### config.mk
export PLATFORM = sky130hd
export DESIGN_NAME = prbs_lfsr_gen
export DESIGN_NICKNAME = d
export VERILOG_FILES = /design/src/rtl/prbs_lfsr_gen.sv
export SDC_FILE = /design/constraint.sdc
export NUM_CORES = 1
export LEC_CHECK = 0
export ABC_AREA = 0
export BUFFER_PORTS_ARGS = -buffer_cell sky130_fd_sc_hd__buf_2
export CAP_MARGIN = 20
export CELL_PAD_IN_SITES_DETAIL_PLACEMENT = 1
export CELL_PAD_IN_SITES_GLOBAL_PLACEMENT = 2
export CORE_MARGIN = 4
export CORE_UTILIZATION = 30
export CTS_CLUSTER_SIZE = 16
export DETAILED_ROUTE_END_ITERATION = 10
export PLACE_DENSITY_LB_ADDON = 0.1
export SLEW_MARGIN = 10
export SYNTH_ARGS = -nofsm -noshare
export SYNTH_HDL_FRONTEND = slang
export SYNTH_SLANG_ARGS = --single-unit
### constraint.sdc
create_clock -name clk -period 2.15 [get_ports clk]
set_clock_uncertainty 0.1 [all_clocks]
set_input_delay 0.43 -clock clk [delete_from_list [all_inputs] [get_ports clk]]
set_output_delay 0.43 -clock clk [all_outputs]
set_load 0.005 [all_outputs]
### src/rtl/prbs_lfsr_gen.sv
// ============================================================================
// Module   : prbs_lfsr_gen
// Purpose  : Galois-LFSR PRBS source. It produces OUT_W bits per word over a
//            valid/ready handshake, with seed load, zero-seed guard and wrap
//            detect. The optional macro LFSR_ERR_INJECT_EN adds err_inject,
//            which flips bit 0 of a generated word.
// Revision : 1.0 - initial release
// ============================================================================
`default_nettype none

module prbs_lfsr_gen #(
    parameter int               WIDTH        = 16,
    parameter logic [WIDTH-1:0] TAPS         = 16'hB400,
    parameter int               OUT_W        = 8,
    parameter logic [WIDTH-1:0] DEFAULT_SEED = {{(WIDTH-1){1'b0}}, 1'b1}
) (
    input  logic             clk,
    input  logic             rst,
    input  logic             enable,
    input  logic             seed_load,
    input  logic [WIDTH-1:0] seed,
    input  logic             out_ready,
`ifdef LFSR_ERR_INJECT_EN
    input  logic             err_inject,
`endif
    output logic             out_valid,
    output logic [OUT_W-1:0] out_data,
    output logic [WIDTH-1:0] state,
    output logic             wrap,
    output logic             lockup
);

    logic [WIDTH-1:0] r_state;
    logic [WIDTH-1:0] r_start;
    logic             r_valid;
    logic [OUT_W-1:0] r_data;
    logic             r_wrap;
    logic             r_lockup;

    logic [WIDTH-1:0] w_step;
    logic [OUT_W-1:0] w_bits;
    logic [OUT_W-1:0] w_word;
    logic             w_seed_zero;
    logic [WIDTH-1:0] w_seed_val;
    logic             w_advance;

    // Unroll OUT_W single steps; the earliest output bit lands in bit 0.
    always_comb begin
        w_step = r_state;
        w_bits = '0;
        for (int i = 0; i < OUT_W; i++) begin
            w_bits[i] = w_step[0];
            w_step    = {1'b0, w_step[WIDTH-1:1]} ^ (w_step[0] ? TAPS : '0);
        end
    end

    always_comb begin
        w_word = w_bits;
`ifdef LFSR_ERR_INJECT_EN
        w_word[0] = w_bits[0] ^ err_inject;
`endif
    end

    assign w_seed_zero = (seed == '0);
    assign w_seed_val  = w_seed_zero ? DEFAULT_SEED : seed;
    assign w_advance   = enable && (!r_valid || out_ready);

    always_ff @(posedge clk or posedge rst) begin
        if (rst) begin
            r_state  <= DEFAULT_SEED;
            r_start  <= DEFAULT_SEED;
            r_valid  <= 1'b0;
            r_data   <= '0;
            r_wrap   <= 1'b0;
            r_lockup <= 1'b0;
        end else begin
            r_wrap   <= 1'b0;
            r_lockup <= 1'b0;
            if (seed_load) begin
                r_state  <= w_seed_val;
                r_start  <= w_seed_val;
                r_lockup <= w_seed_zero;
                r_valid  <= 1'b0;
            end else if (w_advance) begin
                r_data  <= w_word;
                r_state <= w_step;
                r_valid <= 1'b1;
                // Wrap compares against the seed the current run started from.
                r_wrap  <= (w_step == r_start);
            end else if (r_valid && out_ready) begin
                r_valid <= 1'b0;
            end
        end
    end

    assign out_valid = r_valid;
    assign out_data  = r_data;
    assign state     = r_state;
    assign wrap      = r_wrap;
    assign lockup    = r_lockup;

endmodule

`default_nettype wire
==> results.txt <==
At the end of the flow the core is filled with cells to 0.378. After clock tree synthesis, the repair step resized 0 gates. In this run the worst hold path is classified as input pin to asynchronous set/reset pin. The run finished with clean final reports. The critical path goes through xnor2_2, xnor3_1, or4_1, nor4_2.

The worst-path maximum fanout came out at 6. The worst relative slew slack is 0.602. The final route contains ~1,600 vias. The data required time of the worst path is approximately 2.3 ns. The count of non-filler cells in the finished layout came out at 358. STA classifies the critical path startpoint as a flop. The internal power of the cells totals 1.61 mW. Setup violations remaining at the end of the flow were counted as 0. The worst hold slack came out at slightly above 0.08 ns.

The largest net degree at the start of global routing came out at 29. The root buffer selected by CTS is sky130_fd_sc_hd__clkbuf_8. The critical path ends at wrap. The area growth from synthesis to final layout is 22.0%. The parity-gate share of the synthesized area counting xor and xnor cells came out at 0.201. The maximum level of the CTS H-tree is 2. The number of antenna-violating nets in the routed design came out at 0. The family with the most delay on the worst path is flip-flops. Routability-driven placement finished with a final weighted congestion of between 0.7 and 0.8. In the synthesized netlist the async set-or-reset flop fraction comes to 1.00.

The biggest cell delay along the critical path came out at between 0.6 and 0.7 ns. The net count after synthesis came out at around 220. The cell count along the critical path came out at 4. The all-layer global routing usage is 0.147. The max-slew violation count is 0. Counting instances in the post-synthesis netlist gives the leading cell types as sky130_fd_sc_hd__dfrtp_1, sky130_fd_sc_hd__o21ai_0, sky130_fd_sc_hd__inv_1, sky130_fd_sc_hd__xnor2_1, sky130_fd_sc_hd__nand2_1.

48 I/O pins were placed. The number of cells in the design after placement is 350. The post-CTS repair timing setup buffer count is 0.

The proportion of layout cells with a drive suffix above 1 is 0.313. The maximum operating frequency is 513 MHz. The fraction of synthesized area in multiplexers came out at 0.102. The adder and majority cell fraction of the synthesized area is 0. The number of standard-cell rows in the floorplan came out at 31. Setup repair after global routing left no endpoint under its margin.

The total detailed-routing wirelength came out at 6.06 mm. The proportion of power drawn by combinational gates is 0.345. Power spread over the standard cell area amounts to slightly below 900 mW/mm^2.

The number of instances in the synthesized netlist came out at between 200 and 250. The net count of the finished layout came out at between 200 and 300. The clock-pin slew of the registers on the worst-case setup and hold paths is 0.09 ns. The worst path buffer plus inverter count came out at 0. Summed over all nets, the switching power comes to 0.801 mW. The total of warnings raised by yosys is 0. The number of antenna violations at the first check in global routing was 0. Counting along the longest clock path gives a buffer depth of 2. The clock network fraction of total power is 0.217. The area of the core region is 0.00729 mm^2. The number of optimization iterations in the first detailed-route pass is 4. The die height is 94.8 um.

The count of unique library cells instantiated by Yosys is 29. For this design the static power due to leakage is around 1.4 nW. The DRC violations left is 0. The worst setup path is of the flop to flop kind.

The minimum setup slack among reg-to-reg paths is approximately 0.2 ns. The per-instance average area after synthesis is 11.1 um^2. The number of hold buffers added after CTS was 0. sky130_fd_sc_hd__dfrtp_1 takes more of the synthesized area than any other cell. The portion of synthesized cell area occupied by the leading cell type came out at 0.454. The worst setup path is captured at a flop. The sequential fraction of design power is 0.438. The starting DRC count in detailed routing is 57. The worst register-to-register path begins at state[0].

The floorplan step defined a die boundary enclosing 0.00899 mm^2. The length in cells of the worst reg-to-reg path came out at 4. Among all cell types in the netlist, the one instantiated most often is sky130_fd_sc_hd__dfrtp_1.

The final non-filler cell area came out at 0.00276 mm^2. The number of synthesized register bits is between 40 and 50. Subtracting the final worst setup slack from the clock period gives 1.95 ns. Using the TritonRoute via totals, the vias-per-cell ratio works out to 4.54.

Clock tree synthesis inserted a total of 5 buffers. The start point of the critical path is state[0]. The count of buffers from port buffering came out at 47. The post-synthesis compound-gate area fraction came out at 0.0753. Of the total synthesized cell area, the portion taken by AND, OR, NAND and NOR gates is 0.0946. The slew of the pin with the lowest slew margin is approximately 0.6 ns. After synthesis the cells add up to 0.00226 mm^2.

The cell area reported after detailed placement is approximately 0.0027 mm^2. The setup TNS came out at 0 ns. The final routed wire length divided by cell count is ~17 um. The final cycle utilization of the critical path is 0.906. The most used flip-flop cell after synthesis is sky130_fd_sc_hd__dfrtp_1. In this run the critical register-to-register path is captured at wrap. The first global-routing pass estimated a little under 10 mm of wire. Of the synthesized area, sequential elements account for 0.477. The max-cap violation count came out at 0.

The total grt overflow is 0. The switching share of power came out at 0.332. TritonCTS built the clock tree.

Summed over all nets, the half-perimeter wirelength after detailed placement is 4.68 mm. The number of synthesized flops with an enable pin is 0. After synthesis, the largest family of logic cells by area is XOR/XNOR gates. The clock network latency to the later pin of the worst-skew pair is ~0.3 ns.

From left edge to right edge, the die measures 94.8 um. The arrival time at the worst endpoint is just over 2 ns. The number of antenna diodes came out at 0. The starting density of the core came out at 0.310. The highest ir drop seen on vdd came out at 0.300 mV. The count of clock tree sinks came out at 43. In the post-synthesis netlist, the biggest area contributors are sky130_fd_sc_hd__dfrtp_1, sky130_fd_sc_hd__xnor3_1, sky130_fd_sc_hd__xnor2_1. The number of global-route vias before repair came to 1,752.

Among all stages on the critical path, the largest delay is contributed by sky130_fd_sc_hd__dfstp_2. The number of failing hold endpoints at the final stage was 0.
[flip-flops by register name, summed over array words and instances, names as in the netlist]
| signal | cells |
|---|---|
| wrap | 1 |
| lockup | 1 |
| r_start | 16 |
| out_valid | 1 |
| out_data | 8 |
| state | 16 |
[power by group through the flow]
stage	logic, mW	clock network, mW	registers (mW)
floorplan	0.593	0	1.04
global placement	0.848	0	1.07
detailed placement	0.841	0	1.08
CTS	0.850	0.540	1.06
global route	0.919	0.570	1.08
finish	0.831	0.524	1.06
[layout make-up]
| class | instances | area [um^2] |
|---|---|---|
| Clock inverter | 1 | 5.00 |
| Multi-Input combinational cell | 131 | 1070 |
| Fill cell | 858 | 4530 |
| Sequential cell | 43 | 1080 |
| Inverter | 18 | 67.6 |
| Tap cell | 99 | 124 |
| Timing Repair Buffer | 59 | 338 |
| Clock buffer | 7 | 76.3 |
[metrics by stage]
stage / setup slack, ns / power [mW]
2_1_floorplan: 0.274 / 1.63
3_3_place_gp: 0.270 / 1.92
3_5_place_dp: 0.182 / 1.92
4_1_cts: 0.168 / 2.45
5_1_grt: 0.100 / 2.57
6_report: 0.201 / 2.41
[kinds of logic after synthesis]
group / after synthesis
muxes: 22
and+or+nand+nor: 39
AOI/OAI and AO/OA: 34
xor gates and xnor gates: 36
DFF: 43
buffers and inverters: 29
[layout by cell type, fill, tap and decap left out, types with 3 or more instances in the layout]
cell type | synthesis | final
sky130_fd_sc_hd__buf_4 | 0 | 11
sky130_fd_sc_hd__nor4_1 | 4 | 4
sky130_fd_sc_hd__dfrtp_1 | 41 | 41
sky130_fd_sc_hd__o21ai_0 | 19 | 19
sky130_fd_sc_hd__a21oi_1 | 3 | 3
sky130_fd_sc_hd__xor2_1 | 8 | 8
sky130_fd_sc_hd__xnor2_1 | 17 | 17
sky130_fd_sc_hd__mux2i_1 | 14 | 14
sky130_fd_sc_hd__xnor3_1 | 9 | 9
sky130_fd_sc_hd__clkbuf_8 | 0 | 5
sky130_fd_sc_hd__nand2_1 | 15 | 15
sky130_fd_sc_hd__inv_1 | 17 | 16
sky130_fd_sc_hd__mux2_2 | 8 | 8
sky130_fd_sc_hd__nor3_1 | 4 | 4
sky130_fd_sc_hd__nor2_1 | 5 | 5
sky130_fd_sc_hd__buf_2 | 4 | 47
sky130_fd_sc_hd__o21ai_1 | 12 | 12
[metal layers]
metal	up-vias	track usage	share of wire	wire, um
met5	-	0	0	0
met3	7	0.0319	0.046	281
li1	782	-	-	-
met4	0	0.0469	0.014	85
met1	799	0.205	0.48	2900
met2	37	0.228	0.46	2790
[worst min-delay path by stage]
stage	end	slack [ns]	from	cells after the start
2_1_floorplan	r_start[0]	0.37	r_start[0]	2
3_3_place_gp	out_data[1]	0.39	out_data[1]	1
3_5_place_dp	out_data[0]	0.39	out_data[0]	1
4_1_cts	r_start[8]	0.11	rst	2
5_1_grt	r_start[5]	0.13	rst	2
6_report	r_start[8]	0.08	rst	2
Power figures use the tool's default switching activity.
